### src/rtl/cordic_pkg.sv
// Shared types and constant helpers for the iterative rotation-mode CORDIC engine.
// Angles are radians scaled by 2^FRAC.
package cordic_pkg;

  typedef enum logic [1:0] {
    IDLE = 2'd0,
    ROT  = 2'd1,
    COMP = 2'd2,
    DONE = 2'd3
  } state_t;

  function automatic int cnt_width(input int iter);
    return (iter > 1) ? $clog2(iter) : 1;
  endfunction

  // Reference atan(2^-i) in Q30, truncated; entries from i=10 on are 2^(30-i)-1.
  function automatic logic [63:0] atan_q30(input int unsigned idx);
    logic [63:0] v;
    v = 64'd0;
    case (idx)
      32'd0:   v = 64'h3243F6A8;
      32'd1:   v = 64'h1DAC6705;
      32'd2:   v = 64'h0FADBAFC;
      32'd3:   v = 64'h07F56EA6;
      32'd4:   v = 64'h03FEAB76;
      32'd5:   v = 64'h01FFD55B;
      32'd6:   v = 64'h00FFFAAA;
      32'd7:   v = 64'h007FFF55;
      32'd8:   v = 64'h003FFFEA;
      32'd9:   v = 64'h001FFFFD;
      default: begin
        if (idx <= 32'd30) v = (64'd1 << (32'd30 - idx)) - 64'd1;
        else               v = 64'd0;
      end
    endcase
    return v;
  endfunction

  // ATAN[i] rounded to FRAC fractional bits (FRAC up to 30 is exact to the table).
  function automatic logic [63:0] atan_entry(input int unsigned idx, input int unsigned frac);
    logic [63:0] q30;
    q30 = atan_q30(idx);
    if (frac >= 32'd30) return q30 << (frac - 32'd30);
    else                return (q30 + (64'd1 << (32'd29 - frac))) >> (32'd30 - frac);
  endfunction

  function automatic longint k_q(input int frac);
    return longint'(0.6072529 * (2.0 ** frac));
  endfunction

endpackage

### src/rtl/cordic_add_sub.sv
// Wrapping add/subtract stage; a_s=1 selects a-b, a_s=0 selects a+b.
module cordic_add_sub #(
  parameter int N = 32
) (
  input  logic [N-1:0] a,
  input  logic [N-1:0] b,
  input  logic         a_s,
  output logic [N-1:0] y
);

  // Select add or subtract, result wraps mod 2^N
  always_comb begin
    if (a_s) y = a - b;
    else     y = a + b;
  end

endmodule

### src/rtl/cordic_atan_lut.sv
// Combinational arctangent table: iteration index -> round(atan(2^-i) * 2^FRAC).
module cordic_atan_lut
  import cordic_pkg::*;
#(
  parameter int N    = 32,
  parameter int FRAC = 16,
  parameter int CW   = 4
) (
  input  logic [CW-1:0] idx,
  output logic [N-1:0]  atan
);

  // Table lookup for the current micro-rotation
  always_comb begin
    atan = N'(atan_entry(32'(idx), FRAC));
  end

endmodule

### src/rtl/cordic_rot_engine.sv
// Iterative rotation-mode CORDIC, one micro-rotation per clock, valid/ready on both sides.
// Define CORDIC_GAIN_COMP_EN to add a gain-compensation cycle (multiply by K) before DONE.
module cordic_rot_engine
  import cordic_pkg::*;
#(
  parameter int N    = 32,
  parameter int FRAC = 16,
  parameter int ITER = 16
) (
  input  logic         clk,
  input  logic         rst_n,
  input  logic         in_valid,
  output logic         in_ready,
  input  logic [N-1:0] x_in,
  input  logic [N-1:0] y_in,
  input  logic [N-1:0] z_in,
  output logic         out_valid,
  input  logic         out_ready,
  output logic [N-1:0] x_out,
  output logic [N-1:0] y_out,
  output logic [N-1:0] z_out
);

  localparam int            CW   = cnt_width(ITER);
  localparam logic [CW-1:0] LAST = CW'(ITER - 1);

  state_t              state_r;
  logic [CW-1:0]       i_r;
  logic signed [N-1:0] x_r, y_r, z_r;
  logic                in_ready_r, out_valid_r;
  logic [N-1:0]        x_out_r, y_out_r, z_out_r;

  logic                d_s;
  logic signed [N-1:0] y_shr_s, x_shr_s;
  logic [N-1:0]        atan_s, x_nxt_s, y_nxt_s, z_nxt_s;

  // Rotation direction and arithmetic-shifted cross terms from the current registers
  always_comb begin
    d_s     = ~z_r[N-1];
    y_shr_s = y_r >>> i_r;
    x_shr_s = x_r >>> i_r;
  end

  cordic_atan_lut #(.N(N), .FRAC(FRAC), .CW(CW)) u_atan_lut (
    .idx (i_r),
    .atan(atan_s)
  );

  cordic_add_sub #(.N(N)) u_add_sub_x (.a(x_r), .b(y_shr_s), .a_s(d_s),  .y(x_nxt_s));
  cordic_add_sub #(.N(N)) u_add_sub_y (.a(y_r), .b(x_shr_s), .a_s(~d_s), .y(y_nxt_s));
  cordic_add_sub #(.N(N)) u_add_sub_z (.a(z_r), .b(atan_s),  .a_s(d_s),  .y(z_nxt_s));

`ifdef CORDIC_GAIN_COMP_EN
  localparam logic signed [2*N-1:0] K_S = (2*N)'(k_q(FRAC));
  logic signed [2*N-1:0] x_prod_s, y_prod_s;

  // Full-width gain-compensation products; result keeps bits [N+FRAC-1:FRAC]
  always_comb begin
    x_prod_s = (2*N)'(x_r) * K_S;
    y_prod_s = (2*N)'(y_r) * K_S;
  end
`endif

  // Control FSM, iteration datapath registers and registered outputs
  always_ff @(posedge clk) begin
    if (!rst_n) begin
      state_r     <= IDLE;
      i_r         <= '0;
      x_r         <= '0;
      y_r         <= '0;
      z_r         <= '0;
      in_ready_r  <= 1'b0;
      out_valid_r <= 1'b0;
      x_out_r     <= '0;
      y_out_r     <= '0;
      z_out_r     <= '0;
    end else begin
      case (state_r)
        IDLE: begin
          if (in_valid && in_ready_r) begin
            x_r        <= x_in;
            y_r        <= y_in;
            z_r        <= z_in;
            i_r        <= '0;
            in_ready_r <= 1'b0;
            state_r    <= ROT;
          end else begin
            in_ready_r <= 1'b1;
          end
        end
        ROT: begin
          x_r <= x_nxt_s;
          y_r <= y_nxt_s;
          z_r <= z_nxt_s;
          if (i_r == LAST) begin
            i_r <= '0;
`ifdef CORDIC_GAIN_COMP_EN
            state_r <= COMP;
`else
            state_r     <= DONE;
            out_valid_r <= 1'b1;
            x_out_r     <= x_nxt_s;
            y_out_r     <= y_nxt_s;
            z_out_r     <= z_nxt_s;
`endif
          end else begin
            i_r <= i_r + 1'b1;
          end
        end
        COMP: begin
`ifdef CORDIC_GAIN_COMP_EN
          x_r         <= x_prod_s[N+FRAC-1:FRAC];
          y_r         <= y_prod_s[N+FRAC-1:FRAC];
          x_out_r     <= x_prod_s[N+FRAC-1:FRAC];
          y_out_r     <= y_prod_s[N+FRAC-1:FRAC];
          z_out_r     <= z_r;
          out_valid_r <= 1'b1;
          state_r     <= DONE;
`else
          state_r <= IDLE;
`endif
        end
        DONE: begin
          if (out_ready) begin
            out_valid_r <= 1'b0;
            in_ready_r  <= 1'b1;
            state_r     <= IDLE;
          end else begin
            out_valid_r <= 1'b1;
          end
        end
        default: begin
          state_r     <= IDLE;
          in_ready_r  <= 1'b0;
          out_valid_r <= 1'b0;
        end
      endcase
    end
  end

  assign in_ready  = in_ready_r;
  assign out_valid = out_valid_r;
  assign x_out     = x_out_r;
  assign y_out     = y_out_r;
  assign z_out     = z_out_r;

endmodule
### config.mk
export PLATFORM = sky130hd
export DESIGN_NAME = cordic_rot_engine
export DESIGN_NICKNAME = d
export VERILOG_FILES = /design/src/rtl/cordic_pkg.sv /design/src/rtl/cordic_add_sub.sv /design/src/rtl/cordic_atan_lut.sv /design/src/rtl/cordic_rot_engine.sv
export SDC_FILE = /design/constraint.sdc
export NUM_CORES = 1
export LEC_CHECK = 0
export BUFFER_PORTS_ARGS = -buffer_cell sky130_fd_sc_hd__buf_2
export CAP_MARGIN = 40
export CORE_UTILIZATION = 66
export CTS_CLUSTER_DIAMETER = 40
export DETAILED_ROUTE_END_ITERATION = 8
export GPL_TIMING_DRIVEN = 0
export PLACE_DENSITY_LB_ADDON = 0.3
export SYNTH_ARGS = -nofsm -noshare
export SYNTH_HDL_FRONTEND = slang
export SYNTH_SLANG_ARGS = --single-unit
export TNS_END_PERCENT = 20
### constraint.sdc
create_clock -name clk -period 13.6 [get_ports clk]
set_input_delay 1.36 -clock clk [delete_from_list [all_inputs] [get_ports clk]]
set_output_delay 1.36 -clock clk [all_outputs]
set_load 0.05 [all_outputs]
* Word level (Yosys, flattened, before mapping) *
Cells that the tools add are included.

cells by class
  add/subtract/negate cells = 10
  equal/unequal tests = 16
  shift operators = 3
  multiplexer cells = 23
  reduce and logical (&&, ||, !) cells = 11

operator list
  cell                                                                   number
  46-bit one-hot mux with 10 select lines                                1
  32-bit 2-to-1 mux                                                      6
  32-bit one-hot mux with 2 select lines                                 3
  32-bit adder                                                           3
  32-bit subtractor                                                      3
  32-bit by 4-bit >>> shifter with 32-bit output                         2
  46-bit by 14-bit adder with 46-bit output (second input constant)      1
  1-bit by 32-bit left shift with 46-bit output (first input constant)   1
  46-bit by 1-bit subtractor with 46-bit output (second input constant)  1
  4-bit by 3-bit == test with 1-bit output (second input constant)       4
  4-bit == test (second input constant)                                  3
  4-bit by 2-bit == test with 1-bit output (second input constant)       2
  4-bit 2-to-1 mux                                                       2
  2-bit one-hot mux with 4 select lines                                  1
  4-bit one-hot mux with 2 select lines                                  1
  2-bit AND reduction                                                    4
  2-bit 2-to-1 mux                                                       3
  2-bit inequality test (second input constant)                          3
  2-bit nonzero test                                                     3
  5-bit by 4-bit subtractor with 6-bit output (first input constant)     1
  4-bit by 1-bit adder with 4-bit output (second input constant)         1
  2-bit == test (second input constant)                                  2
  4-bit by 1-bit == test with 1-bit output (second input constant)       1
  4-bit logical NOT                                                      1
  other kinds (6)                                                        10

storage, ports and cells
  register bits after elaboration = 200
  input bits = 100
  output and inout bits = 98

* Logic depth before layout (Yosys ltp) *
  depth after elaboration = 8
  mapped depth = 35

* Cells and area by module *
Synthesis repeated with hierarchy kept, for this count alone.

unflattened totals
  cell total of the unflattened synthesis = 2447
  area, all modules = 19150.9 sq um

modules (own cells, without submodules)
  module                            instances  cells each  area an instance (sq um)
  cordic_rot_engine                 1          1267        11116.9
  cordic_add_sub (u_add_sub_y ...)  2          350         2349.8
  cordic_add_sub (u_add_sub_x)      1          333         2332.2
  cordic_atan_lut                   1          147         1002.2

* Worst setup path after synthesis *
Ideal clock, no wire load.

  path type = register -> register
  from = register i_r[0]
  to = register z_out_r[31] (netlist: z_out[31])
  setup time = 0.062 ns
  arrival time = 8.358 ns
  data required time = 13.538 ns
  path slack = 5.180 ns
  cell stages (with the launch flop) = 34
  buffers on the path = 7
  period minus slack after synthesis = 8.420 ns
  path through = dfxtp_1 > buf_6 > buf_8 > buf_6 > buf_4 > buf_1 > inv_1 > ha_1 > clkbuf_1 > a31o_2 > a31oi_1 > mux2_2 > nor2_1 > ha_1 > inv_1 > or4b_1 > clkbuf_1 > xor2_1 > or4_1 > a211oi_1 > a31oi_1 > xor2_1 > ha_1 > a21o_1 > a21oi_1 > o21ai_0 > a221oi_1 > o32ai_1 > a221oi_1 > o21ai_0 > a221oi_1 > o21ai_0 > a2111o_1 > nand3_1

on the way
  longest elaborated chain between the ends = 7

ends and longest elaborated chain
  item                                                      RTL line                                    text
  start: declaration                                        cordic_rot_engine.sv:28                     logic [CW-1:0] i_r;
  start signal: assignment                                  cordic_rot_engine.sv:107                    i_r <= i_r + 1'b1;
  5-bit by 4-bit subtractor with 6-bit output               cordic_pkg.sv:32                            if (idx <= 32'd30) v = (64'd1 << (32'd30 - idx)) - 64'd1;
  1-bit by 32-bit left shift with 46-bit output             cordic_pkg.sv:32
  46-bit by 1-bit subtractor with 46-bit output             cordic_pkg.sv:32
  46-bit one-hot mux with 10 select lines                   cordic_pkg.sv:20                            case (idx)
  46-bit by 14-bit adder with 46-bit output                 cordic_pkg.sv:44                            else return (q30 + (64'd1 << (32'd29 - frac))) >> (32'd30 - frac);
  32-bit subtractor / 32-bit adder (equally long branches)  cordic_add_sub.sv:13, cordic_add_sub.sv:14
  32-bit 2-to-1 mux                                         cordic_add_sub.sv:13                        if (a_s) y = a - b;
  end signal: assignment                                    cordic_rot_engine.sv:104                    z_out_r <= z_nxt_s;
  end: declaration                                          cordic_rot_engine.sv:31                     logic [N-1:0] x_out_r, y_out_r, z_out_r;

Parallel ways exist; a longest one is shown, timed or not.
A chain may end at the register's enable or synchronous reset.

* Worst setup path after layout *
  from = register i_r[1]
  to = register z_out_r[31] (netlist: z_out[31])

The elaborated chain is that of the path after synthesis.

==> results.yml <==
final_layout:
  final_common_cell: "sky130_fd_sc_hd__nand2_1"
  layout_common_cells: "sky130_fd_sc_hd__nand2_1 (370), sky130_fd_sc_hd__a21oi_1 (283), sky130_fd_sc_hd__buf_2 (215), sky130_fd_sc_hd__dfxtp_1 (200), sky130_fd_sc_hd__nor2_1 (171)"
  fillCellCount: 2052
  fin_util_pct: 76.1
  drive_above_1_share_pct: 15.4
  finalNetCount: 2762
  finish.instance_area_um2: 20700
  relative_area_change_from_synthesis_to_final_layout_pct: 11.9
clock_tree:
  cts.root.buffer_cell: "sky130_fd_sc_hd__clkbuf_16"
  clk_pin_slew_ns: 0.09
  cts.path.max_buffers: 2
  clk_latency_ns: 0.48
  cts_sinks: 200
  cts_resized: 0
  cts_htree_levels: 4
  post_cts_hold_buffer_count: 0
  tritoncts.num_buffers: 17
  cts_tree: "built"
  cts_post_setup_buffers_inserted: 0
place:
  io_buffer_count: 197
  dp.final_hpwl_mm: 58.1
  gp_congestion: 1.10
  dpl-instance-area_um2: 20100
detailed_routing:
  drt_pre_antenna_iters: 8
  vias: 21200
  drc: 0
  first_iter_violations: 3462
  detail_route.wirelength_mm: 75.2
  post_drt_wl_per_cell_um: 25.6
  drtAntennaViolNets: 0
  post_drt_via_cell_ratio: 7.22
global_routing:
  antenna_found_initial: 1
  grt_pass1_vias: 19800
  grt_pass1_wl_mm: 112
  globalRouteTotalUtil_pct: 51.7
  grt_max_degree: 22
  globalRoute.totalOverflow: 0
floorplanning:
  die_width_um: 169
  io-pin-count: 198
  core_area_um2: 27200
  floorplan.die.height_um: 169
  initial_core_util_pct: 68.0
  fp-row-count: 60
  die_footprint_um2: 28700
synth:
  netlist_instances: 2322
  synth.distinct_cells: 92
  synthAdderAreaFrac_pct: 7.64
  synth_largest_area_cell: "sky130_fd_sc_hd__dfxtp_1"
  synthArstFlopShare_pct: 0
  part_of_the_yosys_area_used_for_sequential_elements_pct: 21.7
  muxShareOfSynthArea_pct: 13.4
  synth_edf_count: 0
  synth_top_cells_by_area: "sky130_fd_sc_hd__dfxtp_1 (22%), sky130_fd_sc_hd__mux4_2 (9.5%), sky130_fd_sc_hd__a21oi_1 (7.7%)"
  area_share_of_xor_xnor_cells_in_the_synthesized_design_pct: 8.52
  synth_top_family_by_area: "compound AO/OA/AOI/OAI gates"
  synth.top_cell.area_share_pct: 21.7
  yosys_most_used_dff: "sky130_fd_sc_hd__dfxtp_1"
  syn_avg_cell_area_um2: 7.96
  synth_warnings: 0
  syn_area_um2: 18500
  synth_fp_nets: 2533
  synth-seq-cells: 200
  post_synth_and_or_nand_nor_area_fraction_pct: 19.7
  area_fraction_in_compound_gates_after_synthesis_pct: 24.6
setup_path:
  timing.rr.end: "z_out[31]"
  reg2reg_depth: 32
  worst_path_largest_cell_delay_ns: 0.71
  critPathMaxFanout: 10
  setup.worst_path.class: "reg -> reg"
  crit_path_dat_ns: 11.23
  worstSetupStartpointType: "flop"
  crit_buf_inv: 8
  ff2ff_setup_slack_ns: 2.79
  rr_startpoint: "i_r[1]"
  worstSetupEndpointType: "flop"
  critical_path.top_delay_family: "compound AO/OA/AOI/OAI gates"
  worst_ep_required_time_ns: 14.01
  cp_slowest_cell: "sky130_fd_sc_hd__a221oi_1"
hold_path:
  timing.hold.worst_path_depth: 2
  hold_path_class: "reg -> reg"
  hold_path_end: "y_out[8]"
  timing.hold.worst.start: "y_out[8]"
sta:
  period_needed_ns: 10.81
  drv_slew: 0
  timing.final.hold_violations: 0
  rsz_0062_raised_after_global_routing: "no"
  post-route-period-util_pct: 79.5
  setup-tns-final_ns: 0
  final.setup_skew_ns: 0.0200
  maxClockFrequency_mhz: 92.5
  hold_ws_ns: 0.452
  worstMarginPinSlew_ns: 1.07
  setup_violations: 0
  slew-limit-headroom_pct: 28.3
power_and_ir_drop:
  power.ir.vdd_worst_mv: 0.132
  leakagePower_nw: 8.43
  cellPowerDensity_nw_per_um2: 151
  design_power_total_mw: 3.11
job:
  max-cap-violations: 0
run_status:
  status: "complete, no violations"
-- flip-flops by register name (all words and copies together) (netlist names) --
register,flops
i_r,4
in_ready,1
out_valid,1
state_r,2
x_out,32
x_r,32
y_out,32
y_r,32
z_out,32
z_r,32
-- through the flow --
step           worst slack [ns]  std cells
2_1_floorplan              5.18       2322
3_3_place_gp               3.51       2891
3_5_place_dp               3.18       2903
4_1_cts                    3.08       2935
5_1_grt                    2.20       2936
6_report                   2.79       2937
-- tightest hold or removal path: cells and delay by family (launching register included) --
family / cells / cell delay, ns
AO/OA/AOI/OAI: 1 / 0.05
flip-flops: 1 / 0.31
AND/OR/NAND/NOR: 1 / 0.05
-- worst max path at each step --
| stage | endpoint | cells after the start | from |
|---|---|---|---|
| 2_1_floorplan | z_out[31] | 33 | i_r[0] |
| 3_3_place_gp | z_out[31] | 33 | i_r[0] |
| 3_5_place_dp | z_out[31] | 33 | i_r[0] |
| 4_1_cts | z_out[31] | 33 | i_r[0] |
| 5_1_grt | z_out[31] | 33 | i_r[0] |
| 6_report | z_out[31] | 32 | i_r[1] |
-- cell type report --
class / count / area (um^2) / area share, %
Multi-Input combinational cell: 1915 / 13600 / 65.9
Sequential cell: 200 / 4000 / 19.4
Timing Repair Buffer: 210 / 1130 / 5.48
Buffer: 160 / 667 / 3.23
Tap cell: 372 / 465 / 2.25
Clock buffer: 17 / 425 / 2.06
Inverter: 47 / 176 / 0.853
Clock inverter: 15 / 173 / 0.835
Antenna cell: 1 / 2.50 / 0.0121
-- per-layer routing --
metal  part of all wire (%)  global-route usage (%)  wire [um]
met5                  0.053                       0         40
met4                    8.2                    38.6       6160
met3                     16                    19.9      11700
met1                     35                    61.6      26000
met2                     42                    75.3      31300
-- where the power goes --
group / internal, mW / switching [mW] / total, mW
Sequential: 0.627 / 0.0722 / 0.700
Combinational: 0.706 / 1.16 / 1.87
Clock: 0.251 / 0.295 / 0.546
Total: 1.58 / 1.53 / 3.11
-- cells by family (layout without fill, tap and decap cells) --
logic type / Yosys count / count (layout)
other: 0 / 1
multiplexers: 135 / 135
AO/OA/AOI/OAI: 706 / 706
flip-flops: 200 / 200
buffers and inverters: 207 / 449
adder cells (fa/ha/maj): 111 / 111
AND/OR/NAND/NOR: 784 / 784
XOR/XNOR: 179 / 179
-- cell usage after synthesis (all sizes together), types with 8 or more instances --
cell,n
a21oi,284
nand3,39
nand2b,26
dfxtp,200
nor4,17
o211ai,16
mux2i,29
a31oi,42
o221ai,72
a311oi,8
nor2b,21
o31ai,8
a221oi,12
nor3,33
ha,108
o21bai,11
a41oi,8
o21a,24
buf,53
xor2,54
o21ai,87
nor2,171
mux2,21
and3,24
a21o,35
or3,8
mux4,85
a211oi,29
inv,47
nand2,370
nand4,15
and2,14
xnor2,125
clkbuf,107
Power figures use the tool's default switching activity.
